--- config.mk ---
export PLATFORM = sky130hd
export DESIGN_NAME = uart_tx_fifo
export DESIGN_NICKNAME = d
export VERILOG_FILES = /design/src/rtl/uart_tx_fifo.sv
export SDC_FILE = /design/constraint.sdc
export NUM_CORES = 1
export LEC_CHECK = 0
export ABC_AREA = 0
export CORE_MARGIN = 2
export CORE_UTILIZATION = 42
export CTS_BUF_LIST = sky130_fd_sc_hd__clkbuf_4 sky130_fd_sc_hd__clkbuf_8
export DETAILED_ROUTE_END_ITERATION = 8
export PLACE_DENSITY = 0.56
export SETUP_SLACK_MARGIN = 0.2
export SKIP_CTS_REPAIR_TIMING = 1
export SLEW_MARGIN = 25
export SYNTH_ARGS = -nofsm -noshare
export SYNTH_HDL_FRONTEND = slang
export SYNTH_SLANG_ARGS = --single-unit
export TNS_END_PERCENT = 1
--- constraint.sdc ---
create_clock -name clk -period 5.2 [get_ports clk]
set_input_delay 1.04 -clock clk [delete_from_list [all_inputs] [get_ports clk]]
set_output_delay 1.04 -clock clk [all_outputs]
set_load 0.1 [all_outputs]
--- src/rtl/uart_tx_fifo.sv ---
// uart_tx_fifo: UART transmitter with an internal TX FIFO.
//   Generates bit timing from clk (CLK_DIV clocks per bit), frames each word as
//   start bit, DATA_BITS data bits (LSB first), optional parity, STOP_BITS stop
//   bits, and chains queued words back-to-back with no idle gap.
// Ports:
//   clk        system clock, rising edge
//   rst        asynchronous active-high reset
//   in_data    word to transmit (push = in_valid & in_ready)
//   in_valid   in_data valid
//   in_ready   FIFO not full
//   tx         registered serial line, idle high
//   busy       frame in progress or FIFO non-empty
//   fifo_count words currently held in the FIFO
module uart_tx_fifo #(
  parameter int CLK_DIV    = 868,
  parameter int DATA_BITS  = 8,
  parameter int PARITY     = 0,
  parameter int STOP_BITS  = 1,
  parameter int FIFO_DEPTH = 16
) (
  input  logic                          clk,
  input  logic                          rst,
  input  logic [DATA_BITS-1:0]          in_data,
  input  logic                          in_valid,
  output logic                          in_ready,
  output logic                          tx,
  output logic                          busy,
  output logic [$clog2(FIFO_DEPTH):0]   fifo_count
);

  localparam int AW = $clog2(FIFO_DEPTH);
  localparam int BW = $clog2(CLK_DIV);
  localparam logic [BW-1:0] BAUD_LAST = BW'(CLK_DIV - 1);
  localparam logic [3:0]    DATA_LAST = 4'(DATA_BITS - 1);
  localparam logic [3:0]    STOP_LAST = 4'(STOP_BITS - 1);
  localparam logic [AW:0]   FULL_CNT  = (AW+1)'(FIFO_DEPTH);

  typedef enum logic [2:0] {S_IDLE, S_START, S_DATA, S_PARITY, S_STOP} state_t;

  state_t state, state_nxt;

  logic [DATA_BITS-1:0] mem [FIFO_DEPTH];
  logic [AW-1:0]        wr_ptr, rd_ptr;
  logic [AW:0]          count;
  logic                 push, pop;
  logic [DATA_BITS-1:0] head;

  logic                 tx_r, tx_nxt;
  logic [BW-1:0]        baud_cnt, baud_nxt;
  logic [3:0]           bit_cnt, bit_nxt;
  logic [DATA_BITS-1:0] shift, shift_nxt;
  logic                 par_bit, par_nxt, par_calc;
  logic                 baud_end;

  assign in_ready   = (count != FULL_CNT);
  assign push       = in_valid & in_ready;
  assign head       = mem[rd_ptr];
  assign fifo_count = count;
  assign tx         = tx_r;
  assign busy       = (state != S_IDLE) | (count != '0);
  assign par_calc   = (PARITY == 1) ? ~(^head) : (^head);

  // FIFO storage is not reset; only pointers and count are.
  always_ff @(posedge clk) begin
    if (push) mem[wr_ptr] <= in_data;
  end

  always_ff @(posedge clk or posedge rst) begin
    if (rst) begin
      wr_ptr <= '0;
      rd_ptr <= '0;
      count  <= '0;
    end else begin
      if (push) wr_ptr <= wr_ptr + AW'(1);
      if (pop)  rd_ptr <= rd_ptr + AW'(1);
      case ({push, pop})
        2'b10:   count <= count + (AW+1)'(1);
        2'b01:   count <= count - (AW+1)'(1);
        default: count <= count;
      endcase
    end
  end

  always_ff @(posedge clk or posedge rst) begin
    if (rst) begin
      state    <= S_IDLE;
      tx_r     <= 1'b1;
      baud_cnt <= '0;
      bit_cnt  <= '0;
      shift    <= '0;
      par_bit  <= 1'b0;
    end else begin
      state    <= state_nxt;
      tx_r     <= tx_nxt;
      baud_cnt <= baud_nxt;
      bit_cnt  <= bit_nxt;
      shift    <= shift_nxt;
      par_bit  <= par_nxt;
    end
  end

  // tx_nxt is the value the line takes for the next bit, so the line itself
  // stays a plain register. bit_cnt indexes data bits in DATA and stop bits in STOP.
  always_comb begin
    state_nxt = state;
    tx_nxt    = tx_r;
    baud_nxt  = baud_cnt;
    bit_nxt   = bit_cnt;
    shift_nxt = shift;
    par_nxt   = par_bit;
    pop       = 1'b0;
    baud_end  = (baud_cnt == BAUD_LAST);

    if (state != S_IDLE) baud_nxt = baud_end ? '0 : baud_cnt + BW'(1);

    case (state)
      S_IDLE: begin
        tx_nxt = 1'b1;
        if (count != '0) begin
          pop       = 1'b1;
          shift_nxt = head;
          par_nxt   = par_calc;
          tx_nxt    = 1'b0;
          baud_nxt  = '0;
          state_nxt = S_START;
        end
      end
      S_START: begin
        if (baud_end) begin
          state_nxt = S_DATA;
          tx_nxt    = shift[0];
          shift_nxt = shift >> 1;
          bit_nxt   = '0;
        end
      end
      S_DATA: begin
        if (baud_end) begin
          if (bit_cnt == DATA_LAST) begin
            bit_nxt = '0;
            if (PARITY != 0) begin
              state_nxt = S_PARITY;
              tx_nxt    = par_bit;
            end else begin
              state_nxt = S_STOP;
              tx_nxt    = 1'b1;
            end
          end else begin
            tx_nxt    = shift[0];
            shift_nxt = shift >> 1;
            bit_nxt   = bit_cnt + 4'd1;
          end
        end
      end
      S_PARITY: begin
        if (baud_end) begin
          state_nxt = S_STOP;
          tx_nxt    = 1'b1;
          bit_nxt   = '0;
        end
      end
      S_STOP: begin
        if (baud_end) begin
          if (bit_cnt == STOP_LAST) begin
            bit_nxt = '0;
            // Chain straight into the next start bit when a word is waiting.
            if (count != '0) begin
              pop       = 1'b1;
              shift_nxt = head;
              par_nxt   = par_calc;
              tx_nxt    = 1'b0;
              state_nxt = S_START;
            end else begin
              state_nxt = S_IDLE;
            end
          end else begin
            bit_nxt = bit_cnt + 4'd1;
          end
        end
      end
      default: state_nxt = S_IDLE;
    endcase
  end

endmodule

==> out/metrics.yaml, run 1 <==
io_buffers: 18
start_util_pct: 43.2
die_h_microns: 135
synthesis.area_sq_um: 7180
drcViolationCount: 0
status: "finished clean"
grt_util_all_layers_pct: 17.5
cts_made_buffers: 17
clk_latency_ns: 0.47
syn_to_final_growth_pct: 11.6
rows: 47
dieArea_sq_um: 18200
rsz0062_at_grt: "no"
yosys.cell_types.count: 54
min_path_type: "reg2reg"
fin_tns_setup_ns: 0
synth_top_area_share_pct: 53.5
max_clock_freq_mhz: 243
antenna_found_initial: 0
crit_path_max_incr_delay_ns: 0.99
crit_type: "reg2out"
synth-xor-area-share_pct: 1.71
gp_congestion: 0.818
num_io_pins: 19
leakage_nw: 2.79
final_common_cell: "edfxtp_1"
critPathLaunchType: "register"
nNetsFinal: 509
synthArstFlopShare_pct: 23.4
place_hpwl_mm: 9.26
cap_viol_max_count: 0
vias: 3933
die-width_microns: 135
grt_pass1_vias: 3963
dpl.cell_count: 686
nFillCells: 1421
hold_viol: 0
grt_max_degree: 40
synthFlopType: "edfxtp_1"
ys_ff_latch: 167
wl_mm: 14.7
mostFrequentLayoutCells: "edfxtp_1, dfrtp_1, nor2_1, o21ai_0, nand2_1"
final.setup_skew_ns: 0.0133
wl_per_cell_microns: 20.4
multiInputGateArea_sq_um: 2220
clk_pin_slew_worst_paths_ns: 0.10
yosys_warnings: 0
slew_headroom_pct: 33.6
viasPerCell: 5.48
crit_chain: "or3_1 -> nor2_1 -> inv_1 -> clkdlybuf4s50_1"
cp_data_required_time_ns: 4.16
ant_nets: 0
synth_cells: 465
synth_area_leader_cell: "edfxtp_1"
setup_violations: 0
ir_worst_vdd_v: 0.000296
avgSynthCellArea_sq_um: 15.4
endpoint_kind: "output pin"
yosys.area_share.simple_pct: 7.67
grt_pass1_wl_mm: 23.0
regArea_sq_um: 4820
worstMarginPinSlew_ns: 0.993
synth_nets: 489
cts_htree_levels: 4
synth_area_leaders: "edfxtp_1, dfrtp_1, mux4_2"
dr.pass1.iters: 4
drt_iter0_markers: 193
cts_tree: "yes"
clockRootBuffer: "clkbuf_8"
synth_edf_count: 128
synth_fa_ha_area_share_pct: 2.37
timing.hold.ws_ns: 0.512
post-route-min-period_ns: 4.11
min_period_over_period_pct: 79.1
ys_seq_area_share_pct: 67.1
cts_sinks: 167
clock_path_buffers: 2
maxSlewViolCount: 0
final_cells: 718
antenna_cells: 0
worstPathMaxFanout: 14
crit_slowest_cell: "clkdlybuf4s50_1"
synth-compound-area-share_pct: 6.66
synth_top_family_by_area: "multiplexers"
layout-drive-gt1-share_pct: 17.3
cp.arrival_ns: 3.07
synth_mux_area_share_pct: 12.2
overflow: 0
p_per_area_nw_per_um2: 577
core_sq_um: 16600
per-layer routing:
| layer | GRT usage (%) | share of wire [%] | up-vias |
|---|---|---|---|
| li1 | - | - | 1826 |
| met1 | 22.8 | 45 | 2029 |
| met2 | 28.5 | 50 | 52 |
| met3 | 4.09 | 3.1 | 26 |
| met4 | 6.67 | 2.5 | 0 |
| met5 | 0 | 0 | - |
power breakdown:
part           total [mW]  switching (mW)  internal (mW)  leakage [nW]
clock                1.01           0.549          0.457         0.214
combinational        1.69           0.967          0.726         0.936
sequential           1.93           0.261           1.67          1.64
final cells by class:
| class | count | share of cell area, % |
|---|---|---|
| sequential | 167 | 60.2 |
| multi-input combinational | 264 | 27.7 |
| tap | 220 | 3.44 |
| clock buffer | 17 | 2.92 |
| timing repair buffer | 23 | 2.72 |
| clock inverter | 15 | 2.51 |
| inverter | 12 | 0.562 |
cells in the mapped netlist (3+ instances only):
master,number
o21ai_0,31
xor2_1,4
o31ai_1,4
mux2_2,5
a21o_1,5
a21oi_1,12
buf_2,10
ha_1,12
buf_6,3
nor3_1,8
nor2b_1,6
clkbuf_1,7
mux2_4,4
mux2i_1,13
mux4_2,28
inv_1,11
nand3_1,11
nand4_1,3
nand2_1,29
or3_1,4
nor2_1,32
a31oi_1,4
edfxtp_1,128
xnor2_1,10
dfrtp_1,38
nand2b_1,4
state kept, by name (all words and copies together), names as in the netlist:
name / count
shift: 8
baud_cnt: 10
mem: 128
fifo_count: 5
bit_cnt: 4
rd_ptr: 4
tx: 1
wr_ptr: 4
state: 3
critical path, delay by kind of cell (launching register included):
family	cells	cell delay [ns]
buf+inv	2	1.11
simple gates	2	0.97
flops	1	0.52
metrics by stage:
| stage | power [mW] | util [%] | setup WS, ns | cell area [sq um] |
|---|---|---|---|---|
| detailed placement | 3.66 | 45.5 | 1.56 | 7570 |
| global route | 4.90 | 48.1 | 0.861 | 8010 |
| CTS | 4.67 | 48.1 | 1.03 | 8010 |
| global placement | 3.63 | 45.4 | 1.64 | 7560 |
| floorplan | 3.24 | - | 1.28 | 7180 |
| finish | 4.62 | 48.1 | 1.09 | 8010 |
cells by family (layout without fill, tap and decap cells):
group | count (synthesis) | after routing
AOI/OAI and AO/OA | 76 | 76
xor gates and xnor gates | 14 | 14
adders and majority gates | 13 | 13
buffers and inverters | 34 | 67
DFF | 167 | 167
muxes | 50 | 50
and+or+nand+nor | 111 | 111
path summary, 6_finish.rpt:
path / from / endpoint / slack (ns) / cells after the start
worst min-delay path: baud_cnt[5] / baud_cnt[5] / 0.51 / 1
worst min register to register: baud_cnt[5] / baud_cnt[5] / 0.51 / 1
min in group asynchronous: rst / fifo_count[3] / 0.99 / 3
worst max-delay path: state[0] / busy / 1.09 / 4
max in group asynchronous: rst / rd_ptr[0] / 3.83 / 3
worst max register to register: bit_cnt[0] / fifo_count[4] / 2.04 / 12
Power figures use the tool's default switching activity.
==> run 2: changes to the inputs <==
- PLACE_DENSITY: 0.56 -> 0.58
- clock period: 5.2 -> 3.4 ns (I/O delays scaled with it)
==> run 2 against run 1 <==
Compared with the run above: final cell count grew 3.3%; non-clock buffer count rose by 24; routed wire length is 2.7% lower; worst setup slack lost 0.57 ns; largest cell class unchanged; first-iteration DRC count increased by 26%; register-to-register slack worse by 1.5 ns; clock power is 33% higher; total power rose by 51%; critical endpoint is now fifo_count[4].
==> out/metrics.yaml, run 2 (same netlist as run 1, synthesis figures left out) <==
status: "finished clean"
ant_nets: 0  # unchanged
dp_slack_ns: 0.486  # -1.07 ns
dr.pass1.iters: 4  # unchanged
layout-drive-gt1-share_pct: 22.6  # +5.3 points
design_area_sq_um: 8120  # +1.3%
crit_path_max_incr_delay_ns: 0.39  # -0.60 ns
crit_type: "reg2reg"
core_sq_um: 16600  # unchanged
num_io_pins: 19  # unchanged
cp.arrival_ns: 3.21  # +0.14 ns
gp_congestion: 0.811  # -0.95%
rr_startpoint: "baud_cnt[0]"
reg_top3: "mem x128, baud_cnt x10, shift x8"
drt_iter0_markers: 243  # +26%
startpoint: "baud_cnt[0]"
ir_worst_vdd_v: 0.000445  # +50%
mostFrequentLayoutCells: "edfxtp_1, buf_4, nor2_1, dfrtp_1, o21ai_0"
die_h_microns: 135  # unchanged
cts_tree: "yes"
dpl.cell_count: 710  # +3.5%
die-width_microns: 135  # unchanged
hold_viol: 0  # unchanged
leakage_nw: 2.91  # +4.3%
maxSlewViolCount: 0  # unchanged
fin_tns_setup_ns: 0  # unchanged
viasPerCell: 5.32  # -2.9%
final.setup_skew_ns: 0.00849  # -0.00477 ns
crit_chain: "ha_1 -> nand4b_1 -> nor3_2 -> o2111a_1 -> ha_1 -> ha_1 -> a21o_1 -> a21oi_1 -> xor2_1 -> nor2_1 -> xor2_1"
final_core_utilization_pct: 48.8  # +0.63 points
clockRootBuffer: "clkbuf_8"
critical-path-top-delay-family: "adder cells"
final.setup.worst_slack_ns: 0.514  # -0.572 ns
rows: 47  # unchanged
dieArea_sq_um: 18200  # unchanged
syn_to_final_growth_pct: 13.0
cts_made_buffers: 17  # unchanged
wl_per_cell_microns: 19.3  # -5.8%
cp_common_cell: "ha_1"
grt_pass1_vias: 4122  # +4.0%
clk_pin_slew_worst_paths_ns: 0.08  # -0.02 ns
crit_buf_inv: 0  # -2
grt_max_degree: 41  # +2.5%
place_area_sq_um: 7740  # +2.3%
cp_data_required_time_ns: 3.72  # -0.44 ns
min_path_type: "in2async"
vias: 3947  # +0.36%
crit_slowest_cell: "dfrtp_1"
nNetsFinal: 533  # +4.7%
setup_violations: 0  # unchanged
endpoint_kind: "register"
antenna_found_initial: 0  # unchanged
grt_util_all_layers_pct: 17.3  # -0.12 points
timing.hold.ws_ns: 0.453  # -0.0587 ns
final_common_cell: "edfxtp_1"
clock_path_buffers: 2  # unchanged
post-route-min-period_ns: 2.89
critPathLaunchType: "register"
final_cells: 742  # +3.3%
p_per_area_nw_per_um2: 860  # +49%
max_clock_freq_mhz: 347
regMostFlops: "mem"
rsz0062_at_grt: "no"
power.total_mw: 6.98  # +51%
cts_htree_levels: 4  # unchanged
worstMarginPinSlew_ns: 0.626  # -0.367 ns
nFillCells: 1422  # +0.070%
place_hpwl_mm: 9.18  # -0.96%
cap_viol_max_count: 0  # unchanged
largest_reg_flops: 128  # unchanged
antenna_cells: 0  # unchanged
drcViolationCount: 0  # unchanged
worstPathMaxFanout: 5  # -9
cts_sinks: 167  # unchanged
min_period_over_period_pct: 84.9
grt_pass1_wl_mm: 23.2  # +0.81%
start_util_pct: 43.2  # unchanged
overflow: 0  # unchanged
io_buffers: 18  # unchanged
slew_headroom_pct: 58.1  # +25 points
wl_mm: 14.3  # -2.7%
clk_latency_ns: 0.44  # -0.03 ns
==> run 2: changes by cell type in the layout (fill, tap and decap cells not counted), sizes merged <==
| cell | before | now |
|---|---|---|
| buf | 5 | 37 |
| clkinv | 4 | 6 |
| bufinv | 2 | 1 |
| inv | 19 | 17 |
| clkbuf | 17 | 20 |
| clkdlybuf4s50 | 18 | 10 |
| clkinvlp | 2 | 0 |
==> run 2: final cells by class <==
type / count / area, sq um / area share, %
multi-input combinational: 264 / 2210 / 27.2
clock buffer: 20 / 256 / 3.16
tap: 220 / 275 / 3.39
clock inverter: 12 / 115 / 1.42
sequential: 167 / 4830 / 59.5
inverter: 12 / 45.0 / 0.555
timing repair buffer: 47 / 390 / 4.81
==> run 2: final timing paths <==
| check | to | slack [ns] | cells past startpoint |
|---|---|---|---|
| worst max-delay path | fifo_count[4] | 0.51 | 11 |
| worst min-delay path | fifo_count[4] | 0.45 | 2 |
| worst max register to register | fifo_count[4] | 0.51 | 11 |
| worst min register to register | tx | 0.52 | 2 |
| max in group asynchronous | rd_ptr[0] | 2.22 | 3 |
| min in group clk | tx | 0.52 | 2 |
==> run 2: worst reg2reg max path, delay by kind of cell (launching register included) <==
kind	cells	cell delay [ns]
fa+ha+maj	3	0.85
compound gates	3	0.63
simple gates	3	0.59
flops	1	0.39
xor+xnor	2	0.31
==> run 2: power breakdown <==
group          switching [mW]  internal [mW]
Clock                   0.728          0.616
Combinational            1.63           1.18
Sequential              0.270           2.55
==> run 2: metal layers <==
layer / routed length, microns / GRT usage (%)
met5: 0 / 0
met4: 264 / 6.67
met3: 459 / 3.68
met2: 7130 / 28.0
met1: 6430 / 23.2
